[src/rtl/mult_booth_ctrl.sv]
// Sequencing FSM for the radix-2 Booth shift-add multiplier datapath.
// Steps LOAD, then N EVAL/SHIFT pairs, then DONE, and keeps a product-valid level.
module mult_booth_ctrl #(
    parameter int N = 8
) (
    input  logic       clk,
    input  logic       rst,
    input  logic       start,
    input  logic [1:0] Q_LSB,
    output logic       load_A,
    output logic       load_B,
    output logic       load_add,
    output logic       add_sub,
    output logic       shift_HQ_LQ,
    output logic       busy,
    output logic       done,
    output logic       y_valid
);

    localparam int CNT_W = $clog2(N + 1);

    typedef enum logic [2:0] {
        S_IDLE,
        S_LOAD,
        S_EVAL,
        S_SHIFT,
        S_DONE
    } state_t;

    state_t           state_q, state_d;
    logic [CNT_W-1:0] cnt_q, cnt_d;
    logic [CNT_W-1:0] cnt_inc;
    logic             y_valid_q, y_valid_d;

    assign cnt_inc = cnt_q + CNT_W'(1);

    always_ff @(posedge clk) begin
        if (rst) begin
            state_q   <= S_IDLE;
            cnt_q     <= '0;
            y_valid_q <= 1'b0;
        end else begin
            state_q   <= state_d;
            cnt_q     <= cnt_d;
            y_valid_q <= y_valid_d;
        end
    end

    always_comb begin
        // NOTE: every output and next-state value gets a default first so no path infers a latch.
        state_d     = state_q;
        cnt_d       = cnt_q;
        y_valid_d   = y_valid_q;
        load_A      = 1'b0;
        load_B      = 1'b0;
        load_add    = 1'b0;
        add_sub     = 1'b0;
        shift_HQ_LQ = 1'b0;
        busy        = 1'b1;
        done        = 1'b0;

        unique case (state_q)
            S_IDLE: begin
                busy = 1'b0;
                if (start) begin
                    state_d   = S_LOAD;
                    y_valid_d = 1'b0;
                end
            end
            S_LOAD: begin
                load_A  = 1'b1;
                load_B  = 1'b1;
                cnt_d   = '0;
                state_d = S_EVAL;
            end
            S_EVAL: begin
                // Q_LSB comes straight from datapath flops updated only by LOAD/SHIFT.
                unique case (Q_LSB)
                    2'b01: begin
                        load_add = 1'b1;
                        add_sub  = 1'b0;
                    end
                    2'b10: begin
                        load_add = 1'b1;
                        add_sub  = 1'b1;
                    end
                    default: begin
                        load_add = 1'b0;
                        add_sub  = 1'b0;
                    end
                endcase
                state_d = S_SHIFT;
            end
            S_SHIFT: begin
                shift_HQ_LQ = 1'b1;
                cnt_d       = cnt_inc;
                state_d     = (cnt_inc < CNT_W'(N)) ? S_EVAL : S_DONE;
            end
            S_DONE: begin
                done      = 1'b1;
                y_valid_d = 1'b1;
                state_d   = S_IDLE;
            end
            default: begin
                state_d = S_IDLE;
            end
        endcase
    end

    assign y_valid = y_valid_q;

endmodule

[config.mk]
export PLATFORM = sky130hd
export DESIGN_NAME = mult_booth_ctrl
export DESIGN_NICKNAME = d
export VERILOG_FILES = /design/src/rtl/mult_booth_ctrl.sv
export SDC_FILE = /design/constraint.sdc
export NUM_CORES = 1
export LEC_CHECK = 0
export CORE_AREA = 2 2 39 41
export CTS_BUF_LIST = sky130_fd_sc_hd__clkbuf_16
export CTS_CLUSTER_SIZE = 8
export DETAILED_ROUTE_END_ITERATION = 8
export DIE_AREA = 0 0 41 43
export PLACE_DENSITY = 0.58
export SLEW_MARGIN = 25
export SYNTH_ARGS = -nofsm -noshare
export SYNTH_HDL_FRONTEND = slang
export SYNTH_SLANG_ARGS = --single-unit
[constraint.sdc]
create_clock -name clk -period 1.59 [get_ports clk]
set_input_delay 0.318 -clock clk [delete_from_list [all_inputs] [get_ports clk]]
set_output_delay 0.318 -clock clk [all_outputs]
set_load 0.1 [all_outputs]
==> results.yml, run 1 <==
status:
  status: "completed"
timing:
  setup_violations: 0
  worst_pin_slew_ns: 0.256
  max_slew_margin_pct: 82.9
  period_minus_slack_ns: 1.54
  fmax_mhz: 651
  period_share_pct: 96.5
  rsz0062_at_grt: "no"
  drv_slew: 0
  holdWs_ns: 0.470
  clock_skew_ns: 0.000210
  finalHoldViolCount: 0
grt:
  grt-ovfl-total: 0
  grt_pass1_vias: 358
  grt.total_usage_pct: 13.1
  antenna_found_initial: 0
  grt_max_degree: 10
  grt_pass1_wl_mm: 1.52
clock_network:
  cts-buffers-inserted: 3
  root_buffer: "clkbuf_16"
  clock_latency_ns: 0.23
  cts_sinks: 8
  cts_max_level: 1
  clk_pin_slew_ns: 0.04
  clock_path_buffers: 2
  cts_tree: "yes"
  cts_resized: 10
  cts_setup_buffers: 0
  cts_hold_buf: 0
floorplan:
  start_util_pct: 30.4
  core_area_sq_um: 1380
  die_h_um: 43
  fp.dieW_um: 41
  fp.dieArea_sq_um: 1760
  rows: 14
  ios: 13
worst_hold_path:
  hold_class: "flip-flop to flip-flop"
  holdCritStartpoint: "cnt_q[1]$_SDFFE_PP0P_"
placed_design:
  io_buffers: 12
  gp_congestion: 0.763
  dp_hpwl_um: 682
logic_synthesis:
  yosysWarnings: 0
  synth_edf_count: 0
  ys_ff_latch: 8
  synth_nets: 51
  ys_seq_area_share_pct: 38.1
  synth_flop_cell: "dfxtp_1"
  syn_avg_cell_area_sq_um: 9.55
  synthArstFlopShare_pct: 0
  synth_area_sq_um: 420
  syn_inst: 44
  ys_types: 27
worst_setup_path:
  worst_setup_path_start_kind: "input pin"
  cp.required_ns: 1.27
  cp_num_buf_inv: 3
  critPathArrivalTime_ns: 1.22
  startpoint: "Q_LSB[0]"
  end_kind: "primary output"
  cp_max_fo: 1
  critical_path_class: "input pin to primary output"
  crit_path_top_delay_cell: "nor4b_4"
  path_delay_family: "buffers and inverters"
  slowest_delay_ns: 0.32
  timing.rr.start: "state_q[0]$_SDFFE_PP0P_"
  crit_chain: "buf_2 -> inv_4 -> ha_4 -> nor4b_4 -> buf_12"
power_and_ir_drop:
  pwr_density_cell_nw_per_um2: 1110
  finalPower_uw: 825
  p_leak_nw: 0.285
  ir_drop_v: 0.000941
detailed_routing:
  dr_total_vias: 375
  wl_um: 888
  wl_per_cell_um: 12.0
  drt_iter0_drc: 5
  drc: 0
  viasPerCell: 5.07
  final_antenna_net_count: 0
  dr.pass1.iters: 4
finish:
  area_growth_pct: 77.4
  nFillCells: 115
  seq_area_sq_um: 164
  multiInputGateArea_sq_um: 275
  n_antenna_cell: 0
  layout_commonest_cell: "buf_12"
  nets: 67
  final_cell_mix: "8 x buf_12, 5 x dfxtp_1, 3 x nor2_1, 3 x clkbuf_16, 3 x dfxtp_2"
  drive_gt1_share_pct: 50.0
flow_run:
  cap_violations: 0
## power breakdown
group | switching (mW) | internal (mW) | leakage [nW]
registers | 0.0133 | 0.208 | 0.0661
logic | 0.113 | 0.0752 | 0.181
clock network | 0.0920 | 0.324 | 0.0370
## routing by layer
metal / share of wire [%] / global-route usage (%) / up-vias
met5: 0 / 0 / -
met4: 2.1 / 6.00 / 0
met3: 4.1 / 4.71 / 2
met2: 50 / 19.4 / 9
met1: 43 / 16.3 / 175
li1: - / - / 189
## final cells by class
cell class	count	area share (%)
multi-input combinational	32	36.9
timing repair buffer	14	27.5
sequential	8	22.0
clock buffer	3	10.1
tap	16	2.68
inverter	1	0.839
## per-stage QoR
stage | TNS [ns] | utilization, % | instance area (sq um) | setup WS, ns | std cells
floorplan | -0.382 | - | 477 | -0.357 | 44
global placement | -0.452 | 48.8 | 676 | -0.314 | 71
detailed placement | -0.474 | 48.8 | 676 | -0.325 | 71
CTS | 0 | 53.9 | 746 | 0.0395 | 74
global route | 0 | 53.9 | 746 | 0.0151 | 74
finish | 0 | 53.9 | 746 | 0.0549 | 74
## final timing paths
kind	depth (start not counted)	slack, ns	end
worst min register to register	2	0.47	cnt_q[1]$_SDFFE_PP0P_
worst min-delay path	2	0.47	cnt_q[1]$_SDFFE_PP0P_
worst max register to register	3	0.28	cnt_q[3]$_SDFFE_PP0P_
worst max-delay path	5	0.05	load_add
## cells in the mapped netlist, types with 2 or more instances
cell / n / area, sq um
a31oi_1: 2 / 12.5
buf_4: 2 / 15.0
ha_1: 2 / 25.0
a21oi_1: 2 / 10.0
or3_2: 2 / 15.0
nand3_1: 2 / 10.0
nor2_1: 4 / 15.0
nand2_1: 2 / 7.51
dfxtp_1: 8 / 160
## worst reg2reg max path, delay by kind of cell, from the launching register on
family	cells	cell delay, ns
AO/OA/AOI/OAI	1	0.17
flip-flops	1	0.44
AND/OR/NAND/NOR	2	0.62
## registers in the layout (all words and copies together) (netlist names)
register  flops
state_q       3
y_valid       1
cnt_q         4
## logic make-up after synthesis
| logic type | count (synthesis) | share of synthesized area (%) |
|---|---|---|
| xor gates and xnor gates | 1 | 2.08 |
| AOI/OAI and AO/OA | 7 | 10.7 |
| muxes | 1 | 2.38 |
| and+or+nand+nor | 21 | 35.1 |
| adders and majority gates | 2 | 5.95 |
| buffers and inverters | 4 | 5.65 |
| DFF | 8 | 38.1 |
Power figures use the tool's default switching activity.
==> run 2, diff against run 1 <==
- PLACE_DENSITY: 0.58 -> 0.61
==> run 2 against run 1 <==
Against the previous run: worst hold slack improved by 0.0010 ns; non-clock buffer count unchanged; setup slack worse by 0.029 ns; sequential power is essentially flat; cell count stayed put; largest cell class unchanged; first-iteration DRC count is 100% lower; critical endpoint unchanged; sequential cell count did not move.
==> results.yml, run 2 (synthesis results as in run 1) <==
detailed_routing:
  drc: 0
  final_antenna_net_count: 0
  drt_iter0_drc: 0
  wl_per_cell_um: 12.2
  wl_um: 905
  dr.pass1.iters: 1
  viasPerCell: 4.95
  dr_total_vias: 366
finish:
  final_cell_mix: "8 x buf_12, 5 x dfxtp_1, 3 x nor2_1, 3 x clkbuf_16, 3 x dfxtp_2"
  nFillCells: 118
  area_growth_pct: 78.9
  seq_area_sq_um: 164
  drive_gt1_share_pct: 50.0
  multiInputGateArea_sq_um: 275
  nets: 67
  layout_commonest_cell: "buf_12"
  largest_register: "cnt_q"
  n_antenna_cell: 0
  largest_reg_flops: 4
floorplan:
  core_area_sq_um: 1380
  fp.dieArea_sq_um: 1760
  ios: 13
  fp.dieW_um: 41
  die_h_um: 43
  start_util_pct: 30.4
  rows: 14
clock_network:
  cts_max_level: 1
  cts_setup_buffers: 0
  cts_tree: "yes"
  cts-buffers-inserted: 3
  cts_hold_buf: 0
  clk_pin_slew_ns: 0.04
  cts_sinks: 8
  root_buffer: "clkbuf_16"
  clock_path_buffers: 2
  clock_latency_ns: 0.23
worst_setup_path:
  r2r_end: "cnt_q[3]$_SDFFE_PP0P_"
  path_delay_family: "buffers and inverters"
  crit_path_top_delay_cell: "nor4b_4"
  crit_chain: "clkdlybuf4s15_2 -> ha_4 -> nor4b_4 -> buf_12"
  critPathArrivalTime_ns: 1.25
  critical_path_class: "input pin to primary output"
  worst_setup_path_start_kind: "input pin"
  timing.rr.start: "state_q[0]$_SDFFE_PP0P_"
  end_kind: "primary output"
  rr_worst_depth: 3
  cp_max_fo: 1
  slowest_delay_ns: 0.30
  cp_num_buf_inv: 2
  cp.required_ns: 1.27
  reg2reg_slack_ns: 0.29
timing:
  rsz0062_at_grt: "no"
  worst_slack_ns: 0.0262
  tns_ns: 0
  drv_slew: 0
  max_slew_margin_pct: 82.5
  clock_skew_ns: 0.000134
  period_share_pct: 98.4
  worst_pin_slew_ns: 0.261
  setup_violations: 0
  holdWs_ns: 0.471
  period_minus_slack_ns: 1.56
  finalHoldViolCount: 0
  fmax_mhz: 639
grt:
  grt-ovfl-total: 0
  grt_pass1_vias: 339
  grt_max_degree: 10
  grt.total_usage_pct: 13.2
  antenna_found_initial: 0
  grt_pass1_wl_mm: 1.53
power_and_ir_drop:
  switchingPower_uw: 217
  power_frac_comb_pct: 22.9
  p_leak_nw: 0.285
  power_switching_share_pct: 26.3
  pwr_density_cell_nw_per_um2: 1100
  ir_drop_v: 0.000589
  pwr-share-clk_pct: 50.1
  internal-power_uw: 607
  power_frac_seq_pct: 27.0
worst_hold_path:
  hold_depth: 2
  hold_class: "flip-flop to flip-flop"
  holdCritStartpoint: "cnt_q[1]$_SDFFE_PP0P_"
  min_delay_worst_endpoint: "cnt_q[1]$_SDFFE_PP0P_"
placed_design:
  place_ws_ns: -0.332
  dp_hpwl_um: 661
  io_buffers: 12
  gp_congestion: 0.769
status:
  status: "completed"
flow_run:
  cap_violations: 0
[run 2: how the worst max path moves through the flow]
stage | start | slack [ns] | endpoint | cells past startpoint
3_5_place_dp | Q_LSB[0] | -0.33 | load_add | 5
6_report | Q_LSB[1] | 0.03 | load_add | 4
5_1_grt | Q_LSB[1] | 0.007 | load_add | 4
3_3_place_gp | Q_LSB[0] | -0.31 | load_add | 5
2_1_floorplan | Q_LSB[1] | -0.36 | load_add | 2
4_1_cts | Q_LSB[1] | 0.005 | load_add | 4
[run 2: power groups by stage]
stage          sequential [mW]  clock, mW  combinational [mW]
2_1_floorplan            0.213          0               0.139
3_3_place_gp             0.224          0               0.188
3_5_place_dp             0.224          0               0.189
4_1_cts                  0.223      0.419               0.190
5_1_grt                  0.225      0.432               0.197
6_report                 0.223      0.413               0.189
[run 2: worst reg2reg max path, stage by stage, from the launching register on]
cell and delay [ns]:
dfxtp_2 0.45, nand2b_4 0.12, or4b_1 0.50, a31oi_1 0.16
[run 2: layout make-up]
type	count	share of cell area, %
tap	16	2.66
timing repair buffer	14	28.1
sequential	8	21.8
multi-input combinational	32	36.6
inverter	1	0.832
clock buffer	3	9.98
[run 2: what timing repair did]
| item | 4_1_cts | 5_1_grt |
|---|---|---|
| pin swaps | 2 | 1 |
| resized for setup | 9 | 0 |
| endpoints found under the setup margin | 4 | 1 |
[run 2: per-stage QoR]
stage | power, mW | util [%] | cells | area [sq um]
after detailed placement | 0.413 | 48.8 | 71 | 676
after CTS | 0.832 | 54.3 | 74 | 752
after global placement | 0.412 | 48.8 | 71 | 676
final | 0.824 | 54.3 | 74 | 752
after global routing | 0.854 | 54.3 | 74 | 752
after floorplan | 0.352 | - | 44 | 477
[run 2: layer usage]
| metal | track usage, % | vias to the layer above | part of all wire, % |
|---|---|---|---|
| li1 | - | 189 | - |
| met5 | 0 | - | 0 |
| met1 | 19.0 | 169 | 47 |
| met2 | 16.3 | 6 | 49 |
| met3 | 6.28 | 2 | 2.3 |
| met4 | 6.00 | 0 | 1.5 |
